===== src/rtl/kronos_fetch.sv =====
// Kronos instruction fetch: PC sequencing, bus request handshake and decode-side FIFO.
// Define KRONOS_FETCH_SKID_EN for a 2-entry buffer; otherwise the buffer holds 1 entry.
module kronos_fetch #(
    parameter logic [31:0] BOOT_ADDR = 32'h0
) (
    input  logic        clk,
    input  logic        rstz,
    output logic [31:0] instr_addr,
    output logic        instr_req,
    input  logic [31:0] instr_data,
    input  logic        instr_ack,
    input  logic        branch,
    input  logic [31:0] branch_target,
    output logic [31:0] fetch_pc,
    output logic [31:0] fetch_ir,
    output logic        fetch_vld,
    input  logic        fetch_rdy
);

`ifdef KRONOS_FETCH_SKID_EN
    localparam int unsigned DEPTH = 2;
`else
    localparam int unsigned DEPTH = 1;
`endif
    localparam logic [1:0] FULL_CNT = 2'(DEPTH);

    typedef enum logic {FETCH, DRAIN} state_t;

    state_t      state, state_nxt;
    logic [31:0] pc, pc_nxt;
    logic [31:0] redirect, redirect_nxt;
    logic [31:0] q_pc     [DEPTH];
    logic [31:0] q_ir     [DEPTH];
    logic [31:0] q_pc_nxt [DEPTH];
    logic [31:0] q_ir_nxt [DEPTH];
    logic [1:0]  count, count_nxt, wr_idx;
    logic        pop, push, flush;

    assign instr_addr = {pc[31:2], 2'b00};
    assign fetch_vld  = (count != 2'd0);
    assign fetch_pc   = q_pc[0];
    assign fetch_ir   = q_ir[0];
    assign pop        = fetch_vld && fetch_rdy;

    always_comb begin
        state_nxt    = state;
        pc_nxt       = pc;
        redirect_nxt = redirect;
        instr_req    = 1'b0;
        push         = 1'b0;
        flush        = 1'b0;
        case (state)
            FETCH: begin
                instr_req = rstz && ((count != FULL_CNT) || pop);
                if (branch) begin
                    flush = 1'b1;
                    // An outstanding request cannot be withdrawn; wait it out in DRAIN.
                    if (instr_req && !instr_ack) begin
                        redirect_nxt = branch_target;
                        state_nxt    = DRAIN;
                    end else begin
                        pc_nxt = branch_target;
                    end
                end else if (instr_req && instr_ack) begin
                    push   = 1'b1;
                    pc_nxt = pc + 32'd4;
                end
            end
            DRAIN: begin
                instr_req = rstz;
                if (branch) redirect_nxt = branch_target;
                if (instr_ack) begin
                    pc_nxt    = branch ? branch_target : redirect;
                    state_nxt = FETCH;
                end
            end
            default: state_nxt = FETCH;
        endcase
    end

    // Shift-down FIFO: head always lives in entry 0.
    always_comb begin
        wr_idx = count - {1'b0, pop};
        for (int unsigned i = 0; i < DEPTH; i++) begin
            q_pc_nxt[i] = pop ? q_pc[(i + 1) % DEPTH] : q_pc[i];
            q_ir_nxt[i] = pop ? q_ir[(i + 1) % DEPTH] : q_ir[i];
            if (push && (2'(i) == wr_idx)) begin
                q_pc_nxt[i] = {pc[31:2], 2'b00};
                q_ir_nxt[i] = instr_data;
            end
        end
        count_nxt = flush ? 2'd0 : count + {1'b0, push} - {1'b0, pop};
    end

    always_ff @(posedge clk or negedge rstz) begin
        if (!rstz) begin
            state    <= FETCH;
            pc       <= BOOT_ADDR;
            redirect <= '0;
            count    <= '0;
            for (int unsigned i = 0; i < DEPTH; i++) begin
                q_pc[i] <= '0;
                q_ir[i] <= '0;
            end
        end else begin
            state    <= state_nxt;
            pc       <= pc_nxt;
            redirect <= redirect_nxt;
            count    <= count_nxt;
            for (int unsigned i = 0; i < DEPTH; i++) begin
                q_pc[i] <= q_pc_nxt[i];
                q_ir[i] <= q_ir_nxt[i];
            end
        end
    end

endmodule

===== config.mk =====
export PLATFORM = sky130hd
export DESIGN_NAME = kronos_fetch
export DESIGN_NICKNAME = d
export VERILOG_FILES = /design/src/rtl/kronos_fetch.sv
export SDC_FILE = /design/constraint.sdc
export NUM_CORES = 1
export LEC_CHECK = 0
export CORE_MARGIN = 4
export CORE_UTILIZATION = 48
export DETAILED_ROUTE_END_ITERATION = 8
export GPL_TIMING_DRIVEN = 0
export PLACE_DENSITY = 0.8
export RECOVER_POWER = 50
export SLEW_MARGIN = 5
export SYNTH_ARGS = -nofsm -noshare
export SYNTH_HDL_FRONTEND = slang
export SYNTH_SLANG_ARGS = --single-unit

===== constraint.sdc =====
create_clock -name clk -period 2.6 [get_ports clk]
set_clock_uncertainty 0.15 [all_clocks]
set_input_delay 0.26 -clock clk [delete_from_list [all_inputs] [get_ports clk]]
set_output_delay 0.26 -clock clk [all_outputs]
set_load 0.02 [all_outputs]

# Yosys cells after proc, flatten, opt, wreduce, memory -nomap -nowiden
# Cells that the tools add are included.
# Widths: inputs -> output; s select.
op_classes:
  addsub: 4
  eq_ne: 6
  n_mux: 20
  n_bitwise: 1
  reduce_logical: 11
op_table:
  columns: ["op", "count"]
  rows:
  - ["$mux 32", 7]
  - ["$pmux 32 s2", 2]
  - ["$add 32x3->32 const B", 1]
  - ["$mux 1", 8]
  - ["$ne 2x2->1 const B", 3]
  - ["$ne 3x3->1 const B", 2]
  - ["$logic_and 1x1->1", 5]
  - ["$pmux 1 s2", 2]
  - ["$sub 2x1->2", 2]
  - ["$reduce_and 3->1", 1]
  - ["$add 2x1->2", 1]
  - ["$logic_not 2->1", 1]
  - ["$mux 2", 1]
  - ["$ne 2x1->1 const B", 1]
  - ["$reduce_and 2->1", 1]
  - ["$reduce_bool 2->1", 1]
  - ["$logic_not 1->1", 1]
  - ["$logic_or 1x1->1", 1]
  - ["$not 1->1", 1]
totals:
  register_bits: 129
  in_bits: 69
  output_inout_bits: 98
  word_cells: 48

# Logic depth before layout (Yosys ltp)
# Gate-level depths: netlist (run 1).
depth:
  word_depth: 11
  depth_mapped: 9

# Worst setup path after synthesis (run 1)
# Ideal clock, no wire load.
synth_timing:
  kind: "register to register"
  startpoint: "register pc[2]"
  endpoint: "register pc[28]"
  setup_time_ns: 0.078
  arrival_time_ns: 2.110
  t_required_ns: 2.372
  path_slack_ns: 0.262
  stages_incl_launch_ff: 7
  path_buffers: 0
  cell_sequence: "dfrtp_1 ha_1 nand4_2 or4_4 or3_4 o31ai_2 o2bb2ai_1"
synth_between:
  elab_chain_len: 4
synth_rtl:
  columns: ["element", "line", "text"]
  rows:
  - ["start, declared", "30", "logic [31:0] pc, pc_nxt;"]
  - ["start signal, assigned", "107", "pc <= pc_nxt;"]
  - ["$add 32x3->32", "66", "pc_nxt = pc + 32'd4;"]
  - ["$mux 32", "64", "end else if (instr_req && instr_ack) begin"]
  - ["$mux 32", "55", "if (branch) begin"]
  - ["$pmux 32 s2", "52", "case (state)"]
# No other way between the ends. The select of a mux whose other input is x is not followed.
# A chain may end at the register's enable or synchronous reset.

# Final worst setup path (run 1)
layout_timing:
  startpoint: "register state"
  endpoint: "output instr_req"
layout_between:
  elab_chain_len: 2
layout_rtl:
  columns: ["element", "line", "text"]
  rows:
  - ["start, declared", "29", "state_t state, state_nxt;"]
  - ["start signal, assigned", "106", "state <= state_nxt;"]
  - ["$not 1->1", null, null]
  - ["$pmux 1 s2 (*)", "52", null]
  - ["end, declared", "9", "output logic instr_req,"]
# Mark *: on every way between the ends. The rest lies on a longest branch, timed or not.

==> results of run 1 <==
[stage by stage]
step	TNS (ns)	hold slack [ns]	setup WS, ns	total power, uW	util
CTS	0	0.2980	0.007382	9409	0.7036
detailed placement	-14.62	0.1240	-0.5724	6787	0.6415
floorplan	0	-0.1856	0.2619	4993	-
global placement	-999.07	0.3117	-4.702	6657	0.6391
finish	0	0.3090	0.07522	9213	0.7009
global route	0	0.3013	0.007774	9696	0.7009
[worst register-to-register path, cell delays in order, from the launching register on]
cell	delay [ns]
dfrtp_1	0.43
nor2_2	0.35
clkbuf_2	0.35
nand3_1	0.15
ha_1	0.30
inv_1	0.04
ha_1	0.18
xor2_1	0.15
xnor2_1	0.17
a21oi_1	0.06
[power by group]
part	total, uW	leakage, uW	switching, uW	internal, uW
registers	3250	0.00149	546	2700
logic	3400	0.00167	1720	1680
clock network	2560	0.000312	850	1710
[layer usage]
metal	up-vias	GRT usage
met2	314	0.3957
met1	2514	0.3113
met4	0	0.1079
li1	2253	-
met3	57	0.07464
met5	-	0
[registers in the layout, summed over array words and instances, names as in the netlist]
signal and flops:
fetch_pc 30, pc 30, count 2, fetch_ir 32
state 1, redirect 30
[worst max-delay path by stage]
stage	startpoint	to	slack, ns	depth (start not counted)
after floorplan	pc[2]	pc[28]	0.26	6
after global placement	rstz	pc[21]	-4.70	6
after detailed placement	fetch_rdy	pc[21]	-0.57	7
after CTS	state	count[1]	0.007	9
after global routing	pc[7]	pc[25]	0.008	6
final	state	instr_req	0.08	4
[cells in the final DEF, fill, tap and decap left out, types with 5 or more instances in the layout]
cell               n
mux2_1            30
mux2_2            58
clkbuf_16         17
nand2_1           25
a21oi_1           31
clkdlybuf4s50_1  113
o211ai_1           7
buf_4              7
clkbuf_1          18
dfrtp_1          122
dlygate4sd3_1     48
buf_2              8
nor2_1            25
o2bb2ai_1          7
nor4_1             7
o21ai_1            6
a22o_1             6
o21ai_0           31
inv_1             10
nand3_1           13
clkinv_2           6
bufinv_16          5
a31oi_1            7
[repair_timing]
item | in CTS | in global routing
endpoints found under the setup margin | 13 | 35
hold buffers | 5 | 0
endpoints found under the hold margin | 58 | 0
resized for setup | 5 | 13
setup buffers | 0 | 0
[cell families after synthesis]
group	share of synthesized area
compound gates	0.1373
flops	0.5320
simple gates	0.1039
mux	0.1754
buf+inv	0.03554
xor+xnor	0.008938
fa+ha+maj	0.006385
other cells	0.0006378
[final cells by class]
class                      count  share of cell area
sequential                   125              0.3720
tap                          147             0.02185
timing repair buffer         166              0.1982
buffer                        37             0.02214
inverter                      10            0.004458
clock inverter                13             0.02318
multi-input combinational    339              0.3055
clock buffer                  19             0.05261
==> flow_metrics.env, run 1 <==
export IMPL_max_freq_mhz=396.1
export IMPL_htreeDepth=4
export IMPL_crit_top_cell="clkbuf_4"
export IMPL_drive_gt1_frac=0.1862
export IMPL_async_flop_share=1.000
export IMPL_die_h_um=118.7
export IMPL_antenna_found_initial=0
export IMPL_crit_chain="clkbuf_4, clkbuf_4, o21a_1, clkdlybuf4s50_1"
export IMPL_r2r_slack_ns=0.12
export IMPL_required_ns=2.19
export IMPL_clock_sink_count=125
export IMPL_synth_edf_count=0
export IMPL_vias=5138
export IMPL_final_hold_viol_count=0
export IMPL_wl_met2_um=8001
export IMPL_nFillCells=895
export IMPL_nets=768
export IMPL_first_pass_iters=6
export IMPL_antenna_left=0
export IMPL_crit_arrival_ns=2.11
export IMPL_seqCellArea_mm2=0.003132
export IMPL_dp_hpwl_um=11990
export IMPL_ir_worst_vdd_uv=673.0
export IMPL_drt_iter0_drc=492
export IMPL_dieArea_mm2=0.01408
export IMPL_cts_clk_slew_worst_paths_ns=0.05
export IMPL_min_period_ns=2.525
export IMPL_status="finished with violations"
export IMPL_root_buffer="clkbuf_16"
export IMPL_finalCritPeriodShare=0.9711
export IMPL_p_per_area_mw_per_mm2=1094
export IMPL_path_delay_family="buffers and inverters"
export IMPL_netlist_area_mm2=0.005879
export IMPL_grt_pass1_wl_um=27660
export IMPL_fp_dieW_um=118.7
export IMPL_p_leak_uw=0.003476
export IMPL_route_detailed_drc=0
export IMPL_synth_most_common_cell="dfrtp_1"
export IMPL_worst_path_max_delay_cell="clkdlybuf4s50_1"
export IMPL_reg2reg_depth=9
export IMPL_grt_max_degree=68
export IMPL_multi_input_area_mm2=0.002572
export IMPL_synth_avg_cell_area_um2=11.57
export IMPL_final_max_slew_violation_count=68
export IMPL_yosys_top_cells_count="dfrtp_1 (125), mux2_2 (58), a21oi_1 (32)"
export IMPL_rows=40
export IMPL_crit_fanout=10
export IMPL_placedCellCount=819
export IMPL_core_area_mm2=0.01201
export IMPL_start_kind="flop"
export IMPL_worstMarginPinSlew_ns=1.638
export IMPL_start_util=0.4895
export IMPL_maxCapViolations=1
export IMPL_boundaryPins=167
export IMPL_grt_use_total=0.2474
export IMPL_diodes=0
export IMPL_critPathBufInv=3
export IMPL_synth_seq_area_share=0.5320
export IMPL_routed_wl_met3_um=1657
export IMPL_synthTopCellsByArea="dfrtp_1 (53%), mux2_2 (11%), mux2_1 (5.7%)"
export IMPL_hp_class="input port to flop"
export IMPL_grt_overflow=0
export IMPL_vias_per_cell=6.002
export IMPL_instances_no_fill=856
export IMPL_clk_latency_ns=0.42
export IMPL_violations="capacitance limit, slew limit"
export IMPL_placed_area_mm2=0.007705
export IMPL_syn_to_final_growth_pct=43.20
export IMPL_synth_seq_cells=125
export IMPL_yosysWarnings=0
export IMPL_numCtsBuffers=17
export IMPL_setup_viol=0
export IMPL_min_path_cells=2
export IMPL_top_layer_used="met4"
export IMPL_synth_top_area_frac=0.5320
export IMPL_crit_path_max_incr_delay_ns=0.61
export IMPL_grt_pass1_vias=5385
export IMPL_synthCells=508
export IMPL_final_cell_area_mm2=0.008419
export IMPL_io_buffers=160
export IMPL_path_class="flop to primary output"
export IMPL_globalplace_congestion=0.9069
export IMPL_rsz0062_at_grt="no"
export IMPL_rr_endpoint="count[1]"
export IMPL_synth_top_area_cell="dfrtp_1"
export IMPL_routedWlPerCell_um=19.90
export IMPL_clockBufferDepth=2
export IMPL_synth_cell_types=61
export IMPL_drt_total_wl_um=17030
export IMPL_cts_tree="done"
export IMPL_min_to="fetch_ir[31]"
export IMPL_wl_met1_um=6857
export IMPL_synthFlopType="dfrtp_1"
export IMPL_maxSlewHeadroom=-0.09193
export IMPL_crit_reg2reg_launch="state"
export IMPL_cp_end_kind="primary output"
export IMPL_hold_start="instr_data[31]"
Power figures use the tool's default switching activity.
==> inputs of run 2 (changes only) <==
==> constraint.sdc (replaced) <==
create_clock -name clk -period 2.6 [get_ports clk]
set_clock_uncertainty 0.15 [all_clocks]
set_input_delay 0.52 -clock clk [delete_from_list [all_inputs] [get_ports clk]]
set_output_delay 0.52 -clock clk [all_outputs]
set_load 0.02 [all_outputs]
==> run 2 against run 1 <==
The run still ends with capacitance limit, slew limit left. Critical path depth stayed put. Clock power hardly changed. Die area stayed put. Worst setup slack worse by 0.029 ns. Routed wire length is 0.65% higher. Register-to-register slack better by 0.03 ns. Cell area is 0.13% lower. Power hardly changed. Worst hold slack worse by 0.15 ns. Critical endpoint unchanged.
==> flow_metrics.env, run 2 (synthesized netlist as in run 1, its figures left out) <==
export IMPL_syn_to_final_growth_pct=43.01
export IMPL_grt_max_degree=74
export IMPL_antenna_found_initial=0
export IMPL_cp_end_kind="primary output"
export IMPL_die_h_um=118.7
export IMPL_antenna_left=0
export IMPL_rsz0062_at_grt="yes"
export IMPL_numCtsBuffers=17
export IMPL_ir_worst_vdd_uv=673.9
export IMPL_critPathBufInv=2
export IMPL_routedWlPerCell_um=20.05
export IMPL_grt_overflow=0
export IMPL_path_delay_family="buffers and inverters"
export IMPL_dp_hpwl_um=11990
export IMPL_cts_tree="done"
export IMPL_min_period_ns=2.554
export IMPL_crit_reg2reg_launch="pc[7]"
export IMPL_hp_class="input port to asynchronous set/reset pin"
export IMPL_max_freq_mhz=391.5
export IMPL_drt_iter0_drc=444
export IMPL_clockBufferDepth=2
export IMPL_crit_chain="clkdlybuf4s50_1, or3b_4, o21a_1, clkdlybuf4s15_1"
export IMPL_diodes=0
export IMPL_status="finished with violations"
export IMPL_largest_register_ffs=32
export IMPL_final_max_slew_violation_count=33
export IMPL_boundaryPins=167
export IMPL_postCtsSetupBuffers=0
export IMPL_clk_latency_ns=0.42
export IMPL_drt_total_wl_um=17140
export IMPL_clock_sink_count=125
export IMPL_final_cell_mix="dfrtp_1 (121), clkdlybuf4s50_1 (113), mux2_2 (58), dlygate4sd3_1 (45)"
export IMPL_start_kind="input port"
export IMPL_root_buffer="clkbuf_16"
export IMPL_first_pass_iters=5
export IMPL_hold_slack_ns=0.1589
export IMPL_required_ns=1.93
export IMPL_vias=5086
export IMPL_path_class="input port to primary output"
export IMPL_grt_pass1_wl_um=27580
export IMPL_rr_endpoint="pc[27]"
export IMPL_r2r_slack_ns=0.15
export IMPL_crit_path_max_incr_delay_ns=0.44
export IMPL_worst_path_max_delay_cell="clkdlybuf4s50_1"
export IMPL_maxCapViolations=1
export IMPL_cts_clk_slew_worst_paths_ns=0.05
export IMPL_instances_no_fill=855
export IMPL_globalplace_congestion=0.9069
export IMPL_io_buffers=160
export IMPL_p_per_area_mw_per_mm2=1096
export IMPL_core_area_mm2=0.01201
export IMPL_placedCellCount=819
export IMPL_finalCritPeriodShare=0.9824
export IMPL_rows=40
export IMPL_reg2reg_depth=7
export IMPL_route_detailed_drc=0
export IMPL_fp_dieW_um=118.7
export IMPL_maxSlewHeadroom=-0.1981
export IMPL_dieArea_mm2=0.01408
export IMPL_p_leak_uw=0.003474
export IMPL_grt_use_total=0.2467
export IMPL_crit_arrival_ns=1.88
export IMPL_htreeDepth=4
export IMPL_violations="capacitance limit, slew limit"
export IMPL_grt_pass1_vias=5377
export IMPL_setup_viol=0
export IMPL_nets=767
export IMPL_final_core_util=0.7000
export IMPL_drive_gt1_frac=0.1921
export IMPL_vias_per_cell=5.949
export IMPL_mostFrequentLayoutCell="dfrtp_1"
export IMPL_worstMarginPinSlew_ns=1.797
export IMPL_crit_fanout=5
export IMPL_start_util=0.4895
export IMPL_final_hold_viol_count=0
==> run 2: worst max path at each step <==
stage                          from        end  cells past startpoint
final                     fetch_rdy  instr_req                      4
after global routing         branch   count[1]                     10
after CTS                    branch   count[1]                     10
after detailed placement  fetch_rdy     pc[21]                      7
after global placement         rstz     pc[21]                      6
after floorplan           fetch_rdy     pc[21]                      6
==> run 2: power breakdown <==
part / leakage, uW / switching (uW) / total [uW] / internal (uW)
sequential: 0.00149 / 548 / 3250 / 2700
combinational: 0.00167 / 1720 / 3400 / 1680
clock: 0.000312 / 848 / 2560 / 1710
total: 0.00347 / 3120 / 9220 / 6100
==> run 2: timing repair <==
item	CTS	global route
endpoints found under the hold margin	58	35
hold buffers	2	2
gates resized for setup	12	16
setup endpoints to repair	41	33
==> run 2: final cells by class <==
class	instances	area, um2
fill	893	3603
sequential	125	3133
multi-input combinational	339	2580
timing repair buffer	165	1647
clock buffer	19	442.9
clock inverter	13	195.2
buffer	37	188.9
tap	147	183.9
inverter	10	37.54
==> run 2: layer usage <==
metal	share of wire	track usage	wire, um
met5	0	0	0
met2	0.48	0.3940	8153
met3	0.095	0.07895	1627
met4	0.026	0.1035	442
met1	0.40	0.3098	6919
==> run 2: worst min-delay path, cell delays in order <==
cell and delay (ns):
buf_6 0.07, clkbuf_2 0.23, buf_12 0.25
==> run 2: through the flow <==
step	instance area [um2]	power (uW)	worst slack, ns	setup TNS (ns)
global placement	7676	6657	-4.962	-1064.59
finish	8408	9216	0.04587	0
detailed placement	7705	6787	-0.8324	-46.65
floorplan	5891	4993	0.1808	0
global route	8408	9706	-0.002099	-0.002099
CTS	8419	9408	0.002929	0
==> inputs of run 3 (changes only) <==
--- a/config.mk
+++ b/config.mk
@@ -5,6 +5,7 @@
 export SDC_FILE = /design/constraint.sdc
 export NUM_CORES = 1
 export LEC_CHECK = 0
+export CAP_MARGIN = 5
 export CORE_MARGIN = 4
 export CORE_UTILIZATION = 48
 export DETAILED_ROUTE_END_ITERATION = 8
==> results of run 3 <==
Final layout, timing and power as in run 2 (identical DEF).
